$ cat src/rtl/weight_ctrl_pkg.sv
// Shared constants, derived widths and FSM state type for the weight buffer sequencer.
package weight_ctrl_pkg;

    localparam int unsigned SRAM_DEPTH = 50;
    localparam int unsigned BAND_WIDTH = 16;
    localparam int unsigned DATA_WIDTH = 8;

    localparam int unsigned ROW_W   = $clog2(SRAM_DEPTH);
    localparam int unsigned BANK_W  = $clog2(BAND_WIDTH);
    localparam int unsigned T_W     = $clog2(SRAM_DEPTH + BAND_WIDTH);
    localparam int unsigned DEPTH_W = $clog2(SRAM_DEPTH + 1);
    localparam int unsigned ADDRA_W = BANK_W + ROW_W;

    typedef enum logic [1:0] {
        IDLE,
        LOAD,
        READ
    } ctrl_state_e;

endpackage

$ cat src/rtl/weight_rd_skew.sv
// Registered per-lane read enable/address generator with one-cycle diagonal skew per lane.
module weight_rd_skew
    import weight_ctrl_pkg::*;
(
    input  logic               clk,
    input  logic               rstn,
    input  logic               run,
    input  logic [T_W-1:0]     t,
    input  logic [DEPTH_W-1:0] depth,
    output logic               enb   [BAND_WIDTH],
    output logic [ROW_W-1:0]   addrb [BAND_WIDTH]
);

    logic             en_c   [BAND_WIDTH];
    logic [ROW_W-1:0] addr_c [BAND_WIDTH];

    // Lane i sees row t-i while 0 <= t-i < depth; difference kept at full width before truncation.
    for (genvar i = 0; i < BAND_WIDTH; i++) begin : g_lane
        logic [T_W-1:0] diff;
        assign diff      = t - T_W'(i);
        assign en_c[i]   = run && (t >= T_W'(i)) && (diff < T_W'(depth));
        assign addr_c[i] = en_c[i] ? diff[ROW_W-1:0] : '0;
    end

    always_ff @(posedge clk or negedge rstn) begin
        if (!rstn) begin
            for (int i = 0; i < BAND_WIDTH; i++) begin
                enb[i]   <= 1'b0;
                addrb[i] <= '0;
            end
        end else begin
            for (int i = 0; i < BAND_WIDTH; i++) begin
                enb[i]   <= en_c[i];
                addrb[i] <= addr_c[i];
            end
        end
    end

endmodule

$ cat src/rtl/weight_bram_ctrl.sv
// Banked weight buffer sequencer: row-major LOAD writes and skewed per-lane READ addressing.
module weight_bram_ctrl
    import weight_ctrl_pkg::*;
(
    input  logic                  clk,
    input  logic                  rstn,
    input  logic [DEPTH_W-1:0]    cfg_depth,
    input  logic                  load_start,
    input  logic                  rd_start,
    input  logic                  s_valid,
    output logic                  s_ready,
    input  logic [DATA_WIDTH-1:0] s_data,
    output logic                  wea,
    output logic [ADDRA_W-1:0]    addra,
    output logic [DATA_WIDTH-1:0] dia,
    output logic                  enb   [BAND_WIDTH],
    output logic [ROW_W-1:0]      addrb [BAND_WIDTH],
    output logic                  busy,
    output logic                  load_done,
    output logic                  rd_done,
    output logic                  cfg_err
);

    ctrl_state_e           state, state_nxt;
    logic [DEPTH_W-1:0]    d, d_nxt;
    logic [BANK_W-1:0]     b, b_nxt;
    logic [ROW_W-1:0]      r, r_nxt;
    logic [T_W-1:0]        t, t_nxt;
    logic                  wea_nxt, load_done_nxt, rd_done_nxt, cfg_err_nxt;
    logic [ADDRA_W-1:0]    addra_nxt;
    logic [DATA_WIDTH-1:0] dia_nxt;
    logic                  rd_run_c;
    logic [T_W-1:0]        rd_t_c;
    logic [DEPTH_W-1:0]    rd_depth_c;
    logic                  depth_ok_c;

    assign depth_ok_c = (cfg_depth != '0) && (cfg_depth <= DEPTH_W'(SRAM_DEPTH));
    assign s_ready    = (state == LOAD);
    assign busy       = (state != IDLE);

    // Next state, counters and registered-output values.
    always_comb begin
        state_nxt     = state;
        d_nxt         = d;
        b_nxt         = b;
        r_nxt         = r;
        t_nxt         = t;
        wea_nxt       = 1'b0;
        addra_nxt     = addra;
        dia_nxt       = dia;
        load_done_nxt = 1'b0;
        rd_done_nxt   = 1'b0;
        cfg_err_nxt   = 1'b0;
        rd_run_c      = 1'b0;
        rd_t_c        = '0;
        rd_depth_c    = d;
        unique case (state)
            IDLE: begin
                if (load_start) begin
                    if (depth_ok_c) begin
                        state_nxt = LOAD;
                        d_nxt     = cfg_depth;
                        b_nxt     = '0;
                        r_nxt     = '0;
                    end else begin
                        cfg_err_nxt = 1'b1;
                    end
                end else if (rd_start) begin
                    if (depth_ok_c) begin
                        state_nxt  = READ;
                        d_nxt      = cfg_depth;
                        t_nxt      = '0;
                        rd_run_c   = 1'b1;
                        rd_depth_c = cfg_depth;
                    end else begin
                        cfg_err_nxt = 1'b1;
                    end
                end
            end
            LOAD: begin
                if (s_valid) begin
                    wea_nxt   = 1'b1;
                    addra_nxt = {b, r};
                    dia_nxt   = s_data;
                    if (b == BANK_W'(BAND_WIDTH - 1)) begin
                        b_nxt = '0;
                        if (r == ROW_W'(d - DEPTH_W'(1))) begin
                            state_nxt     = IDLE;
                            load_done_nxt = 1'b1;
                        end else begin
                            r_nxt = r + ROW_W'(1);
                        end
                    end else begin
                        b_nxt = b + BANK_W'(1);
                    end
                end
            end
            READ: begin
                if (t == T_W'(d) + T_W'(BAND_WIDTH - 2)) begin
                    state_nxt   = IDLE;
                    rd_done_nxt = 1'b1;
                end else begin
                    t_nxt    = t + T_W'(1);
                    rd_run_c = 1'b1;
                    rd_t_c   = t + T_W'(1);
                end
            end
            default: state_nxt = IDLE;
        endcase
    end

    always_ff @(posedge clk or negedge rstn) begin
        if (!rstn) begin
            state     <= IDLE;
            d         <= '0;
            b         <= '0;
            r         <= '0;
            t         <= '0;
            wea       <= 1'b0;
            addra     <= '0;
            dia       <= '0;
            load_done <= 1'b0;
            rd_done   <= 1'b0;
            cfg_err   <= 1'b0;
        end else begin
            state     <= state_nxt;
            d         <= d_nxt;
            b         <= b_nxt;
            r         <= r_nxt;
            t         <= t_nxt;
            wea       <= wea_nxt;
            addra     <= addra_nxt;
            dia       <= dia_nxt;
            load_done <= load_done_nxt;
            rd_done   <= rd_done_nxt;
            cfg_err   <= cfg_err_nxt;
        end
    end

    // Skew generator registers the lane outputs for the t value shown next cycle.
    weight_rd_skew u_rd_skew (
        .clk   (clk),
        .rstn  (rstn),
        .run   (rd_run_c),
        .t     (rd_t_c),
        .depth (rd_depth_c),
        .enb   (enb),
        .addrb (addrb)
    );

endmodule

$ cat config.mk
export PLATFORM = sky130hd
export DESIGN_NAME = weight_bram_ctrl
export DESIGN_NICKNAME = d
export VERILOG_FILES = /design/src/rtl/weight_ctrl_pkg.sv /design/src/rtl/weight_rd_skew.sv /design/src/rtl/weight_bram_ctrl.sv
export SDC_FILE = /design/constraint.sdc
export NUM_CORES = 1
export LEC_CHECK = 0
export BUFFER_PORTS_ARGS = -buffer_cell sky130_fd_sc_hd__buf_2
export CAP_MARGIN = 40
export CORE_ASPECT_RATIO = 1.1
export CORE_UTILIZATION = 31
export DETAILED_ROUTE_END_ITERATION = 12
export PLACE_DENSITY_LB_ADDON = 0.12
export SKIP_LAST_GASP = 1
export SYNTH_ARGS = -nofsm -noshare
export SYNTH_HDL_FRONTEND = slang
export SYNTH_SLANG_ARGS = --single-unit
$ cat constraint.sdc
create_clock -name clk -period 5.5 [get_ports clk]
set_input_delay 1.1 -clock clk [delete_from_list [all_inputs] [get_ports clk]]
set_output_delay 1.1 -clock clk [all_outputs]
set_load 0.01 [all_outputs]
==> results of run 1 <==
==> per-stage QoR <==
stage,util (%),instances,power [mW]
after CTS,38.6,1510,4.33
after global routing,38.6,1510,4.60
after floorplan,-,932,2.55
after detailed placement,36.5,1478,3.08
after global placement,36.5,1476,3.07
final,38.6,1510,4.31
==> state kept, by name, indices dropped and copies added (netlist names), 2 cells and up <==
register         cells
b                    4
addra               10
r                    6
u_rd_skew.enb       16
d                    6
dia                  8
u_rd_skew.addrb     96
t                    7
state                2
==> final cells by class <==
type                    count  share of cell area [%]
repair buffers            203                    10.2
clock inverters            13                    1.43
inverters                  51                    1.68
clock buffers              19                    3.89
multi-input cells         691                    43.7
flip-flops and latches    159                    35.0
well taps                 374                    4.11
==> power breakdown <==
part	switching, mW	internal (mW)	total [mW]
Sequential	0.162	1.27	1.43
Clock	0.506	0.727	1.23
Combinational	1.02	0.628	1.65
==> how the worst max path moves through the flow <==
| stage | start | endpoint | slack [ps] | depth (start not counted) |
|---|---|---|---|---|
| finish | d[1] | u_rd_skew.addrb[89] | 380 | 21 |
| global route | d[2] | u_rd_skew.addrb[89] | 40 | 21 |
| CTS | d[1] | u_rd_skew.addrb[89] | 390 | 21 |
| detailed placement | d[1] | u_rd_skew.addrb[89] | 420 | 21 |
| global placement | d[2] | u_rd_skew.addrb[89] | 320 | 21 |
| floorplan | d[1] | u_rd_skew.addrb[77] | 900 | 21 |
==> cell families after synthesis <==
group                      synth area share [%]
and+or+nand+nor                            16.2
xor gates and xnor gates                   5.75
AOI/OAI and AO/OA                          17.0
muxes                                      2.96
DFF                                        42.8
buffers and inverters                      3.68
adders and majority gates                  11.6
==> cells in the final DEF (no fill, tap or decap), types with 28 or more instances in the layout <==
cell     count
nor2_1      83
a21oi_1     39
buf_2      153
nand2_1     83
dfrtp_1    159
ha_1        86
o21ai_0     33
xnor2_1     48
inv_1       48
buf_4       47
nor3_1      28
==> per-layer routing <==
layer	wire length [µm]	GRT usage [%]	up-vias
met5	0	0	-
met4	1400	10.7	0
met3	1810	3.81	65
met2	15000	35.0	296
met1	13500	26.5	3835
li1	-	-	3701
==> worst min-delay path, cell delays in order (launching register included) <==
cell     delay, ps
dfrtp_1        340
nand2_1         50
o21ai_0         60
==> metrics, run 1 <==
drt pass-1 iters=5; final WL=around 32 mm; drt initial violations=~500; Synth area leader=dfrtp_1; clock root buffer=clkbuf_16; Slowest Stage Delay on Critical Path=460 ps; number of global-route vias before repair=roughly 8,000; CTS sink cnt=about 160; Register Area=3980 µm²; layout cells sized above 1=about a quarter; syn nets=slightly above 1,000; worst slew pin tran=around 860 ps; Setup crit end kind=flop; Finished Cell Area=about 11,000 µm²; Reg clk slew, reported paths=about 70 ps; clk_skew=11.6 ps; endpoints failing setup=0; Distinct cells, synth=80; Tmin final=5120 ps; Initial Util=roughly a third; synth warn=0; Post-route DRC=0; antenna cells=0; Total Nets Final=1,228; fin worst setup slack=around 380 ps; Worst Reg-to-Reg Cells=21; Final period util=about 93%; Setup crit start kind=flop; CTS tree=built; count leader, synth=dfrtp_1; Post-synth top cells=dfrtp_1, ha_1, nand2_1, nor2_1; slowest cell on the critical path=dfrtp_1; hold slack=488 ps; Post-synth EDFFs=0; Placeable Area=between 20,000 and 30,000 µm²; crit-path cells=inv_1, ha_1, xor2_1, and3_1, nand3_1, o211ai_2, buf_4, ha_1, nor2b_1, nand2b_1, nand2_1, a32o_1, a22oi_1, ha_1, nand3_1, nor2_1, a211oi_1, o31ai_1, a211oi_1, o211ai_2, a221oi_2; Setup TNS=0 ps; Final ANT Viol Nets=0; Placement Cell Area=10,800 µm²; CP arrival=around 5400 ps; post-CTS setup buffers=0; Worst R2R Setup Slack=between 300 and 400 ps; fill count=2,976; detailed placer's ending HPWL=approximately 24 mm; H-tree depth=4; via count=~7,900; Synth area leaders=dfrtp_1, ha_1, xnor2_1; Post-Syn Area=between 9000 and 10,000 µm²; final hold viol count=0; status=complete, no violations; clock latency on the worst-skew pair=440 ps; fmax=between 150 and 200 MHz; Hold Crit Depth=2; Reg-to-Reg End=u_rd_skew.addrb[89]; crit-path leading delay family=compound AO/OA/AOI/OAI gates; Layout area overhead=22.5%; Ports=~160; area of the multi-input gates=roughly 5000 µm²; reg2reg start=d[1]; Max Root-Sink Buffers=2; Die W=167 µm; Synth Flop Type=dfrtp_1; Data required, critical path=5820 ps; total gr overflow=0; slew margin rel.=between 40% and 50%; pre-CTS setup slack=around 420 ps; unrepaired setup endpoints after global routing=no; die area=between 30,000 and 40,000 µm²; row count=66; Max-cap violations=0; cell repeated most along the worst path=ha_1; cts hold-fix bufs=0; Worst Path Max Fanout=13; Buf/Inv on CP=2; #FFs+latches synth=between 150 and 200; asr flop ratio synth=100%; WHS Endpoint=addra[1]; Avg Cell Area, Syn=about 10 µm²; post_cts resized=0; wire per inst=21.0 µm; share of the synthesized area in the top cell type=42.8%; first-pass GRT wire length=roughly 49 mm; worst ir drop on vdd=156 µV; initial antenna violation count=0; total track usage=a little over a fifth; max-slew violations=0; synthesized instance count=932; Die Ht=about 180 µm; largest net degree at the start of global routing=between 80 and 90; Power Dens Cells=between 300 and 400 nW/µm²; worst hold path class=reg2reg; sequential element share of the synthesized area=a little over two fifths; Hold Path Origin=addra[1]; Leak=5.77 nW; Num CTS Buffers=17; gpl congestion=~0.99; routed vias/inst=~5.2; port buffer count=154; Worst Setup Path Type=reg2reg
Note: power is estimated with default switching activity, not from simulation.
==> inputs of run 2 (changes only) <==
--- a/config.mk
+++ b/config.mk
@@ -8,6 +8,7 @@
 export BUFFER_PORTS_ARGS = -buffer_cell sky130_fd_sc_hd__buf_2
 export CAP_MARGIN = 40
 export CORE_ASPECT_RATIO = 1.1
+export CORE_MARGIN = 2
 export CORE_UTILIZATION = 31
 export DETAILED_ROUTE_END_ITERATION = 12
 export PLACE_DENSITY_LB_ADDON = 0.12
==> metrics, run 2 (same netlist as run 1, synthesis figures left out) <==
clk_skew=11.9 ps (+0.279 ps); number of global-route vias before repair=8,214 (+1.7%); Max Root-Sink Buffers=2 (unchanged); Worst Setup Path Type=reg2reg; Data required, critical path=5830 ps (about the same); drt pass-1 iters=5 (unchanged); max reg flops=96 (unchanged); antenna cells=0 (unchanged); Final ANT Viol Nets=0 (unchanged); worst ir drop on vdd=166 µV (+6.4%); endpoints failing setup=0 (unchanged); CP arrival=5500 ps (+60 ps); clock latency on the worst-skew pair=440 ps (about the same); CTS tree=built; final hold viol count=0 (unchanged); Layout area overhead=24.0%; status=complete, no violations; Tmin final=5170 ps (+57.0 ps); fmax=193 MHz (-1.1%); Final period util=94.1% (+1.0 points); port buffer count=154 (unchanged); detailed placer's ending HPWL=24.8 mm (+4.1%); largest net degree at the start of global routing=84 (-5.6%); total track usage=21.5% (+0.37 points); worst slew pin tran=884 ps (+28.2 ps); Setup crit start kind=flop; Post-route DRC=0 (unchanged); Largest Register=u_rd_skew.addrb; via count=7,974 (+0.98%); initial antenna violation count=1 (+1); Initial Util=31.4% (-0.088 points); hold slack=497 ps (+8.80 ps); Pwr Total=4.43 mW (+2.9%); Max-cap violations=0 (unchanged); Worst Path Max Fanout=13 (unchanged); slew margin rel.=40.8% (-2.0 points); total gr overflow=0 (unchanged); Power Dens Cells=385 nW/µm² (+1.7%); placed cell count=1,482 (+0.27%); row count=66 (unchanged); drt initial violations=522 (+3.6%); fin cells=1,519 (+0.60%); Setup crit end kind=flop; CTS sink cnt=159 (unchanged); unrepaired setup endpoints after global routing=no; Largest regs=u_rd_skew.addrb x96, u_rd_skew.enb x16, addra x10; Placeable Area=29,600 µm² (+0.28%); leading cell type in the layout, fill and taps excluded=dfrtp_1; Total Nets Final=1,237 (+0.73%); Leak=5.84 nW (+1.1%); commonest non-fill, non-tap cells in the layout=dfrtp_1, buf_2, ha_1, nor2_1, nand2_1; Die Ht=186 µm (+1.1%); routed vias/inst=5.25 (+0.38%); gpl congestion=0.974 (-1.6%); Reg clk slew, reported paths=70 ps (about the same); H-tree depth=4 (unchanged); wire per inst=21.7 µm (+3.4%); Die W=169 µm (+1.2%); worst hold path class=reg2reg; max-slew violations=0 (unchanged); final WL=33.0 mm (+4.0%); first-pass GRT wire length=50.5 mm (+3.4%); layout cells sized above 1=25.9% (+1.2 points); die area=31,400 µm² (+2.3%); Num CTS Buffers=17 (unchanged); fill count=3,046 (+2.4%); clock root buffer=clkbuf_16; Ports=155 (unchanged)
## run 2: final timing paths
kind                       cells past startpoint                   to  slack (ps)  startpoint
setup / recovery                              22  u_rd_skew.addrb[89]         330        d[1]
setup reg to reg                              22  u_rd_skew.addrb[89]         330        d[1]
min in group asynchronous                      1     u_rd_skew.enb[0]         650        rstn
max in group asynchronous                      2               dia[6]        3930        rstn
hold reg to reg                                2             addra[1]         500    addra[1]
hold / removal                                 2             addra[1]         500    addra[1]
## run 2: metal layers
metal | GRT usage, % | part of all wire (%) | vias up
met4 | 8.89 | 3.4 | 2
met3 | 4.27 | 5.3 | 62
li1 | - | - | 3749
met2 | 35.7 | 47 | 272
met5 | 0 | 0.021 | -
met1 | 27.6 | 44 | 3889
## run 2: power by group
group,switching (mW),total (mW),internal [mW]
Sequential,0.166,1.43,1.27
Combinational,1.07,1.73,0.667
Clock,0.513,1.27,0.753
## run 2: through the flow
step	setup WS (ps)	util, %	TNS, ps	instance area [µm²]
floorplan	897	-	0	9290
global placement	-344	36.5	-1450	10800
detailed placement	-351	36.6	-1470	10800
CTS	98.7	38.7	0	11500
global route	23.3	38.9	0	11500
finish	327	38.9	0	11500
## run 2: area by class of cell
cell class	count	area [µm²]	area share, %
Sequential cell	159	3980	34.6
Inverter	51	191	1.66
Multi-Input combinational cell	691	5010	43.5
Clock buffer	20	467	4.05
Timing Repair Buffer	212	1240	10.8
Clock inverter	12	158	1.37
Tap cell	374	468	4.06
## run 2: what timing repair did
item                       4_1_cts  5_1_grt
pin swaps                        0        3
gates resized for setup          3        6
hold buffers                     0        0
setup endpoints to repair        7       15
buffers inserted                 0        5
## run 2: critical path: stages, from the launching register on
cell and delay (ps):
dfrtp_1 460, inv_1 130, ha_1 320, xor2_1 180, o21ai_2 200, a21oi_1 100, buf_4 200, o211ai_2 160
buf_4 260, ha_1 240, nor2b_4 270, nand2b_1 210, nand2_1 70, a32o_1 280, a22oi_1 180, ha_1 300
nand3_1 120, nor2_1 80, a211oi_4 290, o31ai_2 190, a211oi_1 300, o211ai_2 230, a221oi_2 260
